`src/rtl/mips_pkg.sv`:
```
// Shared constants and endian encoding for the
// instruction fetch path.
package mips_pkg;

  localparam int DATA_W_DEF = 8;
  localparam int WORD_W_DEF = 32;

  typedef enum logic {
    ENDIAN_LE = 1'b0,
    ENDIAN_BE = 1'b1
  } endian_e;

  // Maps beat number to the slot it occupies in the word.
  function automatic int slot_of(
    input int      beat,
    input int      beats,
    input endian_e order
  );
    return (order == ENDIAN_BE) ? (beats - 1 - beat) : beat;
  endfunction

endpackage

```
`src/rtl/instr_word_assembler_if.sv`:
```
// Beat-in / word-out bundle between the instruction
// memory port and the decode stage.
interface instr_word_assembler_if
  import mips_pkg::*;
#(
  parameter int DATA_W = DATA_W_DEF,
  parameter int WORD_W = WORD_W_DEF
);
  logic [DATA_W-1:0] mem_data;
  logic              mem_valid;
  logic              mem_ready;
  logic [WORD_W-1:0] instr_out;
  logic              instr_valid;
  logic              instr_ready;
  logic              busy;

  modport master (
    output mem_data, mem_valid, instr_ready,
    input  mem_ready, instr_out, instr_valid, busy
  );

  modport slave (
    input  mem_data, mem_valid, instr_ready,
    output mem_ready, instr_out, instr_valid, busy
  );
endinterface

```
`src/rtl/instr_hold_reg.sv`:
```
// One-entry output stage: holds a finished word
// until the consumer pops it.
module instr_hold_reg #(
  parameter int W = 32
) (
  input  logic         clk,
  input  logic         rst,
  input  logic         flush,
  input  logic         load,
  input  logic         pop,
  input  logic [W-1:0] data,
  output logic [W-1:0] q,
  output logic         valid
);

  // Valid flag: load wins over a same-cycle pop.
  always_ff @(posedge clk or posedge rst) begin
    if (rst)        valid <= 1'b0;
    else if (flush) valid <= 1'b0;
    else if (load)  valid <= 1'b1;
    else if (pop)   valid <= 1'b0;
  end

  // Data keeps its last value after a pop.
  always_ff @(posedge clk or posedge rst) begin
    if (rst)                q <= '0;
    else if (load && !flush) q <= data;
  end

endmodule

```
`src/rtl/instr_word_assembler.sv`:
```
// Packs consecutive memory beats into one
// instruction word for the decode stage.
module instr_word_assembler
  import mips_pkg::*;
#(
  parameter int DATA_W     = DATA_W_DEF,
  parameter int WORD_W     = WORD_W_DEF,
  parameter bit BIG_ENDIAN = 1'b0
) (
  input  logic                   clk,
  input  logic                   rst,
  input  logic                   flush,
  instr_word_assembler_if.slave  bus
);

  localparam int BEATS = WORD_W / DATA_W;
  localparam int CW    = $clog2(BEATS);
  localparam logic [CW-1:0] LAST = CW'(BEATS - 1);

  logic [CW-1:0]     cnt;
  logic [WORD_W-1:0] asm_q;
  logic [WORD_W-1:0] asm_d;
  logic              last;
  logic              accept;
  logic              hold_valid;
  int                slot;

  assign last   = (cnt == LAST);
  assign accept = bus.mem_valid && bus.mem_ready;

  // Only the closing beat waits for room in the
  // output stage; earlier beats overlap a stall.
  assign bus.mem_ready = !flush &&
    (!last || !hold_valid || bus.instr_ready);

  assign bus.busy        = (cnt != '0);
  assign bus.instr_valid = hold_valid;

  // Merge the incoming beat into its slot.
  always_comb begin
    slot  = slot_of(int'(cnt), BEATS,
                    endian_e'(BIG_ENDIAN));
    asm_d = asm_q;
    asm_d[slot*DATA_W +: DATA_W] = bus.mem_data;
  end

  // Beat counter and assembly register; stale
  // slots after a flush are overwritten later.
  always_ff @(posedge clk or posedge rst) begin
    if (rst) begin
      cnt   <= '0;
      asm_q <= '0;
    end else if (flush) begin
      cnt   <= '0;
    end else if (accept) begin
      asm_q <= asm_d;
      cnt   <= last ? '0 : cnt + 1'b1;
    end
  end

  instr_hold_reg #(
    .W (WORD_W)
  ) u_hold (
    .clk   (clk),
    .rst   (rst),
    .flush (flush),
    .load  (accept && last),
    .pop   (bus.instr_ready),
    .data  (asm_d),
    .q     (bus.instr_out),
    .valid (hold_valid)
  );

endmodule

```
`src/flat_wrapper.sv`:
```
// flat-port wrapper written by rule: the top's interface ports become plain ports
module instr_word_assembler_flat import mips_pkg::*;
#(
  parameter int DATA_W     = DATA_W_DEF,
  parameter int WORD_W     = WORD_W_DEF,
  parameter bit BIG_ENDIAN = 1'b0
)
  (clk, rst, flush, bus_mem_data, bus_mem_valid, bus_instr_ready, bus_mem_ready, bus_instr_out, bus_instr_valid, bus_busy);
  instr_word_assembler_if #(.DATA_W(DATA_W), .WORD_W(WORD_W)) bus_i ();
  input  logic clk;
  input  logic rst;
  input  logic flush;
  input wire logic [$bits(bus_i.mem_data)-1:0] bus_mem_data;
  input wire logic [$bits(bus_i.mem_valid)-1:0] bus_mem_valid;
  input wire logic [$bits(bus_i.instr_ready)-1:0] bus_instr_ready;
  output wire logic [$bits(bus_i.mem_ready)-1:0] bus_mem_ready;
  output wire logic [$bits(bus_i.instr_out)-1:0] bus_instr_out;
  output wire logic [$bits(bus_i.instr_valid)-1:0] bus_instr_valid;
  output wire logic [$bits(bus_i.busy)-1:0] bus_busy;
  assign bus_i.mem_data = bus_mem_data;
  assign bus_i.mem_valid = bus_mem_valid;
  assign bus_i.instr_ready = bus_instr_ready;
  assign bus_mem_ready = bus_i.mem_ready;
  assign bus_instr_out = bus_i.instr_out;
  assign bus_instr_valid = bus_i.instr_valid;
  assign bus_busy = bus_i.busy;
  instr_word_assembler #(.DATA_W(DATA_W), .WORD_W(WORD_W), .BIG_ENDIAN(BIG_ENDIAN)) u_core (.clk(clk), .rst(rst), .flush(flush), .bus(bus_i));
endmodule
```
`config.mk`:
```
export PLATFORM = sky130hd
export DESIGN_NAME = instr_word_assembler_flat
export DESIGN_NICKNAME = d
export VERILOG_FILES = /design/src/rtl/mips_pkg.sv /design/src/rtl/instr_word_assembler_if.sv /design/src/rtl/instr_hold_reg.sv /design/src/rtl/instr_word_assembler.sv /design/src/flat_wrapper.sv
export SDC_FILE = /design/constraint.sdc
export NUM_CORES = 1
export LEC_CHECK = 0
export ABC_AREA = 1
export CORE_MARGIN = 8
export CORE_UTILIZATION = 50
export CTS_CLUSTER_DIAMETER = 120
export DETAILED_ROUTE_END_ITERATION = 12
export PLACE_DENSITY = 0.76
export SYNTH_ARGS = -nofsm -noshare
export SYNTH_HDL_FRONTEND = slang
export SYNTH_SLANG_ARGS = --single-unit
```
`constraint.sdc`:
```
create_clock -name clk -period 2.8 [get_ports clk]
set_input_delay 0.56 -clock clk [delete_from_list [all_inputs] [get_ports clk]]
set_output_delay 0.56 -clock clk [all_outputs]
set_load 0.01 [all_outputs]
```
## Word level (Yosys, flattened, before mapping)

Index checks and enable logic that the tools add are counted.

- Output and inout port bits: 35
- Register bits after elaboration: 67
- Word-level logic and storage cells: 30
- Bits of input ports: 13

- Reduce and logical (&&, ||, !) cells: 13
- Bitwise operators: 1
- Mux-type cells: 7
- Shift operators: 2
- Add/subtract/negate cells: 2
- Equal/unequal tests: 1

Operators by type and width:

| kind | number |
|---|---|
| negator 5 -> 33 bit | 1 |
| variable shift 8 x 33 -> 32 bit (first input constant) | 1 |
| indexed part select 8 x 33 -> 32 bit | 1 |
| bitwise mux 32 bit | 1 |
| 2-to-1 mux 2 bit | 3 |
| logical AND 1 bit | 4 |
| nonzero test 2 bit | 2 |
| logical NOT 1 bit | 3 |
| 2-to-1 mux 1 bit | 3 |
| nonzero test 3 bit | 1 |
| adder 2 x 1 -> 2 bit (second input constant) | 1 |
| == test 2 bit (second input constant) | 1 |
| logical OR 1 bit | 2 |
| AND reduction 2 bit | 1 |
| inverter 1 bit | 1 |

## Longest topological paths before layout

Gate-level depths: netlist of the first run.

- Word-level depth: 9
- Depth in mapped cells: 11
- Gate-level depth less buffers: 9

## Modules after synthesis

A second synthesis of the first run with hierarchy kept.

- Cells, all modules: 438
- Area total of the unflattened synthesis: 3380.7 µm²

By module, submodules not included:

| module | cells an instance | area an instance (µm²) | sequential area each (µm²) | instances |
|---|---|---|---|---|
| instr_word_assembler | 293 | 1961.9 | 850.8 | 1 |
| instr_hold_reg | 145 | 1418.9 | 825.8 | 1 |

## Worst setup path after synthesis of the first run

No wires, ideal clock.

- Path type: reg2reg
- Start: register u_core.cnt[0]
- End: register u_core.u_hold.q[16]
- Stages on the path, launching flop included: 10
- Buffers on the path: 1
- Setup time: 65 ps
- Setup slack: 1108 ps
- Required time: 2735 ps
- Arrival time: 1627 ps
- Clock period less this slack: 1692 ps
- Cell sequence: dfrtp_1 -> buf_2 -> inv_1 -> ha_1 -> inv_1 -> nor2_1 -> nand3_1 -> nand2_1 -> nand2_1 -> nand2_1

- Cells in the longest elaborated chain, start to end: 8
- Elaborated cells between the ends (all ways): 12
- Classes of those cells: add/sub: 1; eq/ne: 1; shift: 2; mux: 1; reduce/logical: 7

RTL lines:

| item | RTL line | text |
|---|---|---|
| start: declaration | instr_word_assembler.sv:20 | `logic [CW-1:0] cnt;` |
| start signal: assignment | instr_word_assembler.sv:57 | `cnt <= last ? '0 : cnt + 1'b1;` |
| parallel branches: the longest is 8 deep, another holds negator 5 -> 33 bit | - |  |
| end signal: assignment | instr_hold_reg.sv:27 | `else if (load && !flush) q <= data;` |
| end: declaration | instr_hold_reg.sv:12 | `output logic [W-1:0] q,` |

Several ways; the timed one is not identified.
A chain may end at the register's enable or synchronous reset.

## Worst setup path after layout of the first run

- Start: register u_core.cnt[0]
- End: output bus_busy

- Cells in the longest elaborated chain, start to end: 1

RTL lines:

| item | RTL line | text |
|---|---|---|
| nonzero test 2 bit | instr_word_assembler.sv:36 | `assign bus.busy = (cnt != '0);` |
| end: declaration | flat_wrapper.sv:19 | `output wire logic [$bits(bus_i.busy)-1:0] bus_busy;` |

No other way between the ends.

==> results of run 1 <==
[power by group]
part / switching, mW / total [mW] / internal (mW)
Clock: 0.312 / 0.766 / 0.454
Sequential: 0.0573 / 1.02 / 0.958
Combinational: 0.264 / 0.453 / 0.189
[worst reg2reg max path: stages, from the launching register on]
cell and delay (ns):
sky130_fd_sc_hd__dfrtp_1 0.42, sky130_fd_sc_hd__ha_1 0.28, sky130_fd_sc_hd__nand4_2 0.42, sky130_fd_sc_hd__inv_2 0.49, sky130_fd_sc_hd__nand2_1 0.12, sky130_fd_sc_hd__nand2_1 0.08
[area by class of cell]
type / instances / share of cell area [%]
sequential: 59 / 41.64
tap: 72 / 2.541
multi-input combinational: 288 / 33.17
inverter: 29 / 3.070
clock buffer: 13 / 4.481
clock inverter: 2 / 0.9880
timing repair buffer: 51 / 14.11
[kinds of logic (layout without fill, tap and decap cells)]
logic type	count (synthesis)	after routing	synth area share, %
adder cells (fa/ha/maj)	5	5	2.204
buffers and inverters	43	95	6.566
AND/OR/NAND/NOR	278	278	38.34
AO/OA/AOI/OAI	5	5	0.8813
flip-flops	59	59	52.01
[registers in the layout (all words and copies together), names as in the netlist]
name,cells
u_core.cnt,2
u_core.u_hold.valid,1
u_core.asm_q,24
u_core.u_hold.q,32
[synth_stat cells (5+ instances only)]
library cell	instances	area share [%]
sky130_fd_sc_hd__dfrtp_1	59	52
sky130_fd_sc_hd__ha_1	5	2.2
sky130_fd_sc_hd__inv_2	5	0.66
sky130_fd_sc_hd__buf_2	11	1.9
sky130_fd_sc_hd__nor2_1	18	2.4
sky130_fd_sc_hd__o21ai_0	5	0.88
sky130_fd_sc_hd__nand3_1	20	3.5
sky130_fd_sc_hd__inv_1	23	3.0
sky130_fd_sc_hd__nand2_1	236	31
[path summary, 6_finish.rpt]
path                                            startpoint                               to  slack, ns
setup / recovery                 u_core.cnt[0]$_DFFE_PP0P_                         bus_busy       0.32
hold / removal             u_core.u_hold.q[17]$_DFFE_PP0P_  u_core.u_hold.q[17]$_DFFE_PP0P_       0.48
setup reg to reg                 u_core.cnt[0]$_DFFE_PP0P_   u_core.u_hold.q[1]$_DFFE_PP0P_       0.94
hold reg to reg            u_core.u_hold.q[17]$_DFFE_PP0P_  u_core.u_hold.q[17]$_DFFE_PP0P_       0.48
max in group asynchronous                              rst  u_core.u_hold.q[27]$_DFFE_PP0P_       1.56
min in group asynchronous                              rst  u_core.u_hold.q[10]$_DFFE_PP0P_       0.75
[per-layer routing]
metal  global-route usage, %  part of all wire (%)  up-vias
li1                        -                     -     1266
met1                   21.00                    45     1153
met2                   31.50                    48       62
met3                   3.704                   4.9       12
met4                   8.731                   1.8        0
met5                       0                     0        -
[per-stage QoR]
stage / cell area [sq um] / utilization [%]
6_report: 3546 / 64.39
5_1_grt: 3546 / 64.39
4_1_cts: 3546 / 64.39
3_5_place_dp: 3352 / 60.87
3_3_place_gp: 3352 / 60.87
2_1_floorplan: 2839 / -
==> results, run 1 <==
- The via total after detailed routing is 2,493.
- The total power is ~2.2 mW.
- The measured slew at the worst slew-check pin is 0.7314 ns.
- The first-pass GRT wire length is around 12 mm.
- The number of buffers inserted during clock tree synthesis is 9.
- The kind of launch point of the worst setup path is a register.
- The worst hold path passes through 2 cells.
- The maximum count of clock buffers along a single path is 2.
- The clock transition at the registers of the reported paths is 0.06 ns.
- The cell count after placement is 499.
- The post-synthesis sequential area ratio is 52.01%.
- Once routing completed, OpenROAD measured the worst setup slack at 0.3238 ns.
- The overall track demand over capacity in global routing is between 15 and 20%.
- Dividing the detail-routed wire length by the instance count gives 13.51 microns.
- The proportion of synthesized flip-flops having asynchronous set or reset is 100.0%.
- Setup repair after global routing left no endpoint under its margin.
- The worst hold-check slack is ~0.48 ns.
- The die is slightly above 90 microns wide.
- The worst reg2reg path depth is 5.
- The library cells used most frequently in the layout, excluding fill and tap cells, are sky130_fd_sc_hd__nand2_1, sky130_fd_sc_hd__dfrtp_1, sky130_fd_sc_hd__clkdlybuf4s50_1.
- The number of different library cells used by synthesis comes to 17.
- In this run the static leakage power is 2.005 nW.
- The insertion delay to the later sink of the worst-skew pair is around 0.33 ns.
- The tree is rooted in a sky130_fd_sc_hd__clkbuf_8.
- The share of the clock period used by the worst path is 88.43%.
- Traced cell by cell, the critical path runs through inv_1 > ha_1 > inv_2 > clkdlybuf4s50_1.
- The sequential cell area in the final layout is 0.001476 sq mm.
- The layout cell share with drive strength beyond 1 is 5.882%.
- The flow ran to the end, and the final reports show no timing, DRC or antenna violations.
- The max-slew headroom at the worst pin is 51.24%.
- The count of endpoints failing hold in the final timing report came to 0.
- Summed over all layers, the routed wires come to ~6.9 mm.
- STA classifies the critical path endpoint as an output port.
- The setup skew after layout is 0.006918 ns.
- The number of nets with antenna violations after routing is 0.
- The count of flip-flops with a built-in enable after synthesis is 0.
- The cell area after synthesis is 0.002839 sq mm.
- The TritonCTS clock tree is yes.
- The filler cells instantiated in the layout total 476.
- The net total in the final layout is between 400 and 500.
- In the synthesized netlist the dominant register cell turns out to be sky130_fd_sc_hd__dfrtp_1.
- After legalization and detailed placement, the total HPWL measured 4.904 mm.
- In this run the vertical extent of the chip is between 90 and 100 microns.
- In this run the core area contains 27 standard-cell rows.
- The DRC marker count from the first detailed-route iteration is between 100 and 150.
- Before CTS, the worst setup slack after placement is ~0.40 ns.
- Entering global routing, the biggest net connects 60 pins.
- The tool flagged a number of max-cap violations equal to 0.
- The number of standard cells after synthesis is 390.
- Leaving out fill and tap cells, the most frequent cell in the layout is sky130_fd_sc_hd__nand2_1.
- The path class of the tightest hold or removal check is register to register.
- STA puts the critical path data arrival time at 1.92 ns.
- For this run, the number of Yosys warnings is 0.
- In this run the post-CTS setup repair buffer count came out at 0.
- The cell type group with the largest total delay on the critical path is buffers and inverters.
- In this run the power density over the cells is roughly 630 mW/mm^2.
- The post-synth net total is 408.
- The H-tree was split into 3 levels.
- The area of the die is 0.008345 sq mm.
- Static timing analysis puts the maximum clock frequency at 403.9 MHz.
- Hold repair after CTS inserted 0 buffers.
- The synthesized flop and latch total is 59.
- Dividing the detail-routed via count by the number of cells gives 4.850.
- The final non-filler cell total is 514.
- The final count of negative-setup-slack endpoints is 0.
- Input and output buffers added on the ports amount to 47.
- The critical path is of the register to output port type.
- Data on the critical path is required at its endpoint by ~2.2 ns.
- Together, buffers and inverters on the worst path number 3.
- The antenna diode count is 0.
- The count of TritonRoute iterations in the first routing pass is 4.
- Global routing finished with a remaining overflow of 0.
- The mean instance size in the synthesized netlist is 7.279 sq um.
- The via count of the first global-routing pass was ~2,700.
- The largest vdd supply drop is about 0.36 mV.
- The largest stage delay on the critical path is 0.57 ns.
- The setup TNS is 0 ns.
- The congestion estimate from routability-driven global placement came to 0.8364.
- The initial antenna violation count is 0.
- The clock period could shrink to 2.476 ns.
- The tree built by TritonCTS fans out to 59 sinks.
- The number of top-level pins is 48.
- From synthesis to final layout, the design area changed by 24.90%.
- For this run, design rule violations remaining after detail routing come to 0.
- The slowest library cell on the worst path is sky130_fd_sc_hd__clkdlybuf4s50_1.
- The core area is 0.005507 sq mm.
- In this run the number of cells on the critical path is 4.
- The total count of max-transition violations in the final report is 0.
- For this configuration, the core starts out at a cell density of 51.56%.
- The number of gates resized after CTS was 0.
- The multi-input gate area in the final layout is ~0.0012 sq mm.
- In this run the worst path has a maximum fanout of 10.
Power figures use the tool's default switching activity.
==> run 2, diff against run 1 <==
- SKIP_CTS_REPAIR_TIMING: not set -> 1
==> results of run 2 <==
The final DEF is identical to that of run 1; final timing and power are the same.
==> run 3, diff against run 2 <==
--- a/config.mk
+++ b/config.mk
@@ -7,5 +7,5 @@
 export LEC_CHECK = 0
 export ABC_AREA = 1
-export CORE_MARGIN = 8
+export CORE_MARGIN = 10
 export CORE_UTILIZATION = 50
 export CTS_CLUSTER_DIAMETER = 120
==> constraint.sdc (replaced) <==
create_clock -name clk -period 2.8 [get_ports clk]
set_input_delay 0.28 -clock clk [delete_from_list [all_inputs] [get_ports clk]]
set_output_delay 0.28 -clock clk [all_outputs]
set_load 0.01 [all_outputs]
==> results, run 3 (synthesized netlist as in run 1, its figures left out) <==
- The layout overhead on the synthesized area is 24.99%.
- The setup path with the least slack is of type register to output port.
- CTS built an H-tree with a depth of 3.
- The count of TritonRoute iterations in the first routing pass is 4.
- Hold is met by 0.3543 ns.
- In the final layout, the registers with the most flip-flops are u_core.u_hold.q: 32 flops, u_core.asm_q: 24 flops, u_core.cnt: 2 flops.
- The width of the die is 95.35 microns.
- The library cells used most frequently in the layout, excluding fill and tap cells, are sky130_fd_sc_hd__nand2_1, sky130_fd_sc_hd__dfrtp_1, sky130_fd_sc_hd__clkdlybuf4s50_1.
- The buffer type at the clock tree root is sky130_fd_sc_hd__clkbuf_8.
- Across every metal layer, demand over resource in global routing totals 17.06%.
- The number of nets with antenna violations after routing is 0.
- The clock reaches the later pin of the worst-skew pair after 0.34 ns.
- The die covers 0.009092 sq mm.
- Across all setup checks in the final design, the least slack found is around 0.30 ns.
- 0 antenna diodes ended up in the layout.
- The maximum count of clock buffers along a single path is 2.
- The critical path data arrival time is 2.22 ns.
- The overall die height is 95.35 microns.
- The biggest fanout along the worst timing path is 14.
- The total number of placement rows is 27.
- The number of flip-flops in the largest register is 32.
- The count of buffers added on input and output ports is 47.
- The most common library cell in the layout ignoring fill and taps is sky130_fd_sc_hd__nand2_1.
- The data required time at the worst endpoint is 2.52 ns.
- On the critical path, the stage with the largest delay is an instance of sky130_fd_sc_hd__dfrtp_1.
- The initial core utilization is approximately half.
- The number of top-level pins is 48.
- The setup slack on the worst flop-to-flop path is 0.63 ns.
- The register with the most flip-flops is u_core.u_hold.q.
- Clock-pin slew was measured on the worst setup and hold paths at 0.07 ns.
- The TritonCTS clock tree is yes.
- The post-route DRC violation count is 0.
- In the final timing run, aggregate negative setup slack is 0 ns.
- For this run, the slowest stage of the critical path takes 0.62 ns.
- The final layout contains routed wiring with a total length of 7.006 mm.
- The clock sink total is 59.
- The cell count after placement is roughly 500.
- In this run the static leakage power is about 2.0 nW.
- The setup skew after layout is 0.006788 ns.
- The layout has 527 filler cells.
- The share of the clock period used by the worst path is 89.20%.
- The number of buffers inserted during clock tree synthesis is 9.
- The utilization after layout is 64.44%.
- The nature of the critical path endpoint is an output port.
- The path category of the worst min-delay check is primary input to async pin.
- The initial antenna violation count is 0.
- The smallest clock period supported by the final layout is computed as 2.498 ns.
- The DRC marker count from the first detailed-route iteration is 203.
- The total power is 2.207 mW.
- The critical path contains buffers and inverters numbering 3 combined.
- Setup repair after global routing left no endpoint under its margin.
- The via count of the first global-routing pass is roughly 2,600.
- The count of endpoints failing hold in the final timing report was 0.
- The net count of the finished layout is 455.
- Across the run, the number of max-cap violations was 0.
- The floorplan step defined a core boundary enclosing 0.005507 sq mm.
- The largest vdd supply drop is 0.3679 mV.
- Dividing the detail-routed via count by the number of cells gives 4.864.
- The final count of negative-setup-slack endpoints is 0.
- Of the cells placed in the final design, the portion with a size suffix greater than 1 is 5.882%.
- For this design the ratio of total power to cell area is 621.9 mW/mm^2.
- The max-slew headroom at the worst pin is a little under three fifths.
- The run finished with clean final reports.
- The pin count of the biggest net entering global routing is 31.
- The cell type group with the largest total delay on the critical path is buffers and inverters.
- The first global-routing pass estimated 12.11 mm of wire.
- The measured slew at the worst slew-check pin is roughly 0.65 ns.
- Timing analysis after detailed placement gives a worst setup slack of 0.6907 ns.
- The finished layout holds 514 standard cells, fillers aside.
- In this run the critical register-to-register path is captured at u_core.u_hold.q[11]$_DFFE_PP0P_.
- The via total after detailed routing is 2,500.
- The worst reg2reg path depth is 8.
- The total count of max-transition violations in the final report is 0.
- Dividing the detail-routed wire length by the instance count gives 13.63 microns.
- The top achievable clock speed is 400.4 MHz.
- The residual overflow from global routing is 0.
- The kind of launch point of the worst setup path is a register.
- The reg-to-reg startpoint is u_core.cnt[0]$_DFFE_PP0P_.
- The signal on the critical path passes through inv_1 > ha_1 > inv_2 > clkdlybuf4s50_1.
- The standard cell area after detailed placement is 0.003357 sq mm.
- The post-route standard cell area excluding fillers is 0.003548 sq mm.
- Detailed placement finished with a half-perimeter wire length of 4.925 mm.
- Routability-driven placement finished with a final weighted congestion of slightly below 0.9.
run 3: changes by cell type in the layout (fill, tap and decap cells not counted):
cell                        delta
sky130_fd_sc_hd__buf_4         -2
sky130_fd_sc_hd__clkbuf_8      +2
sky130_fd_sc_hd__buf_12        +1
sky130_fd_sc_hd__bufinv_16     -1
run 3: area by class of cell:
type / instances / area, sq um / area share [%]
inverters: 29 / 108.9 / 3.068
well taps: 72 / 90.09 / 2.539
flip-flops and latches: 59 / 1476 / 41.61
clock buffers: 15 / 186.4 / 5.254
multi-input cells: 288 / 1176 / 33.15
clock inverters: 1 / 5.005 / 0.1410
repair buffers: 50 / 505.5 / 14.25
run 3: worst reg2reg max path, delay by kind of cell (launching register included):
family	cells	cell delay [ns]
simple gates	6	0.88
flops	1	0.62
buf+inv	1	0.21
fa+ha+maj	1	0.38
run 3: power breakdown:
part           internal [mW]  switching (mW)  total [mW]
combinational          0.188           0.256       0.445
clock                  0.417           0.322       0.739
sequential             0.958          0.0644        1.02
total                   1.56           0.643        2.21
run 3: worst max path at each step:
stage                                         start                         endpoint  slack, ns  cells past startpoint
final                     u_core.cnt[0]$_DFFE_PP0P_                         bus_busy       0.30                      4
after global routing      u_core.cnt[0]$_DFFE_PP0P_                         bus_busy       0.21                      4
after CTS                 u_core.cnt[0]$_DFFE_PP0P_                         bus_busy       0.32                      4
after detailed placement  u_core.cnt[0]$_DFFE_PP0P_  u_core.u_hold.q[11]$_DFFE_PP0P_       0.69                      5
after global placement    u_core.cnt[0]$_DFFE_PP0P_                         bus_busy       0.79                      4
after floorplan                                 rst      u_core.asm_q[0]$_DFFE_PP0P_       1.06                      1
run 3: layer usage:
layer / wire (microns) / vias to the layer above / track usage [%]
met5: 0 / - / 0
met4: 76 / 0 / 7.481
met3: 484 / 7 / 5.185
met2: 3327 / 65 / 27.67
met1: 3117 / 1165 / 20.53
li1: - / 1263 / -
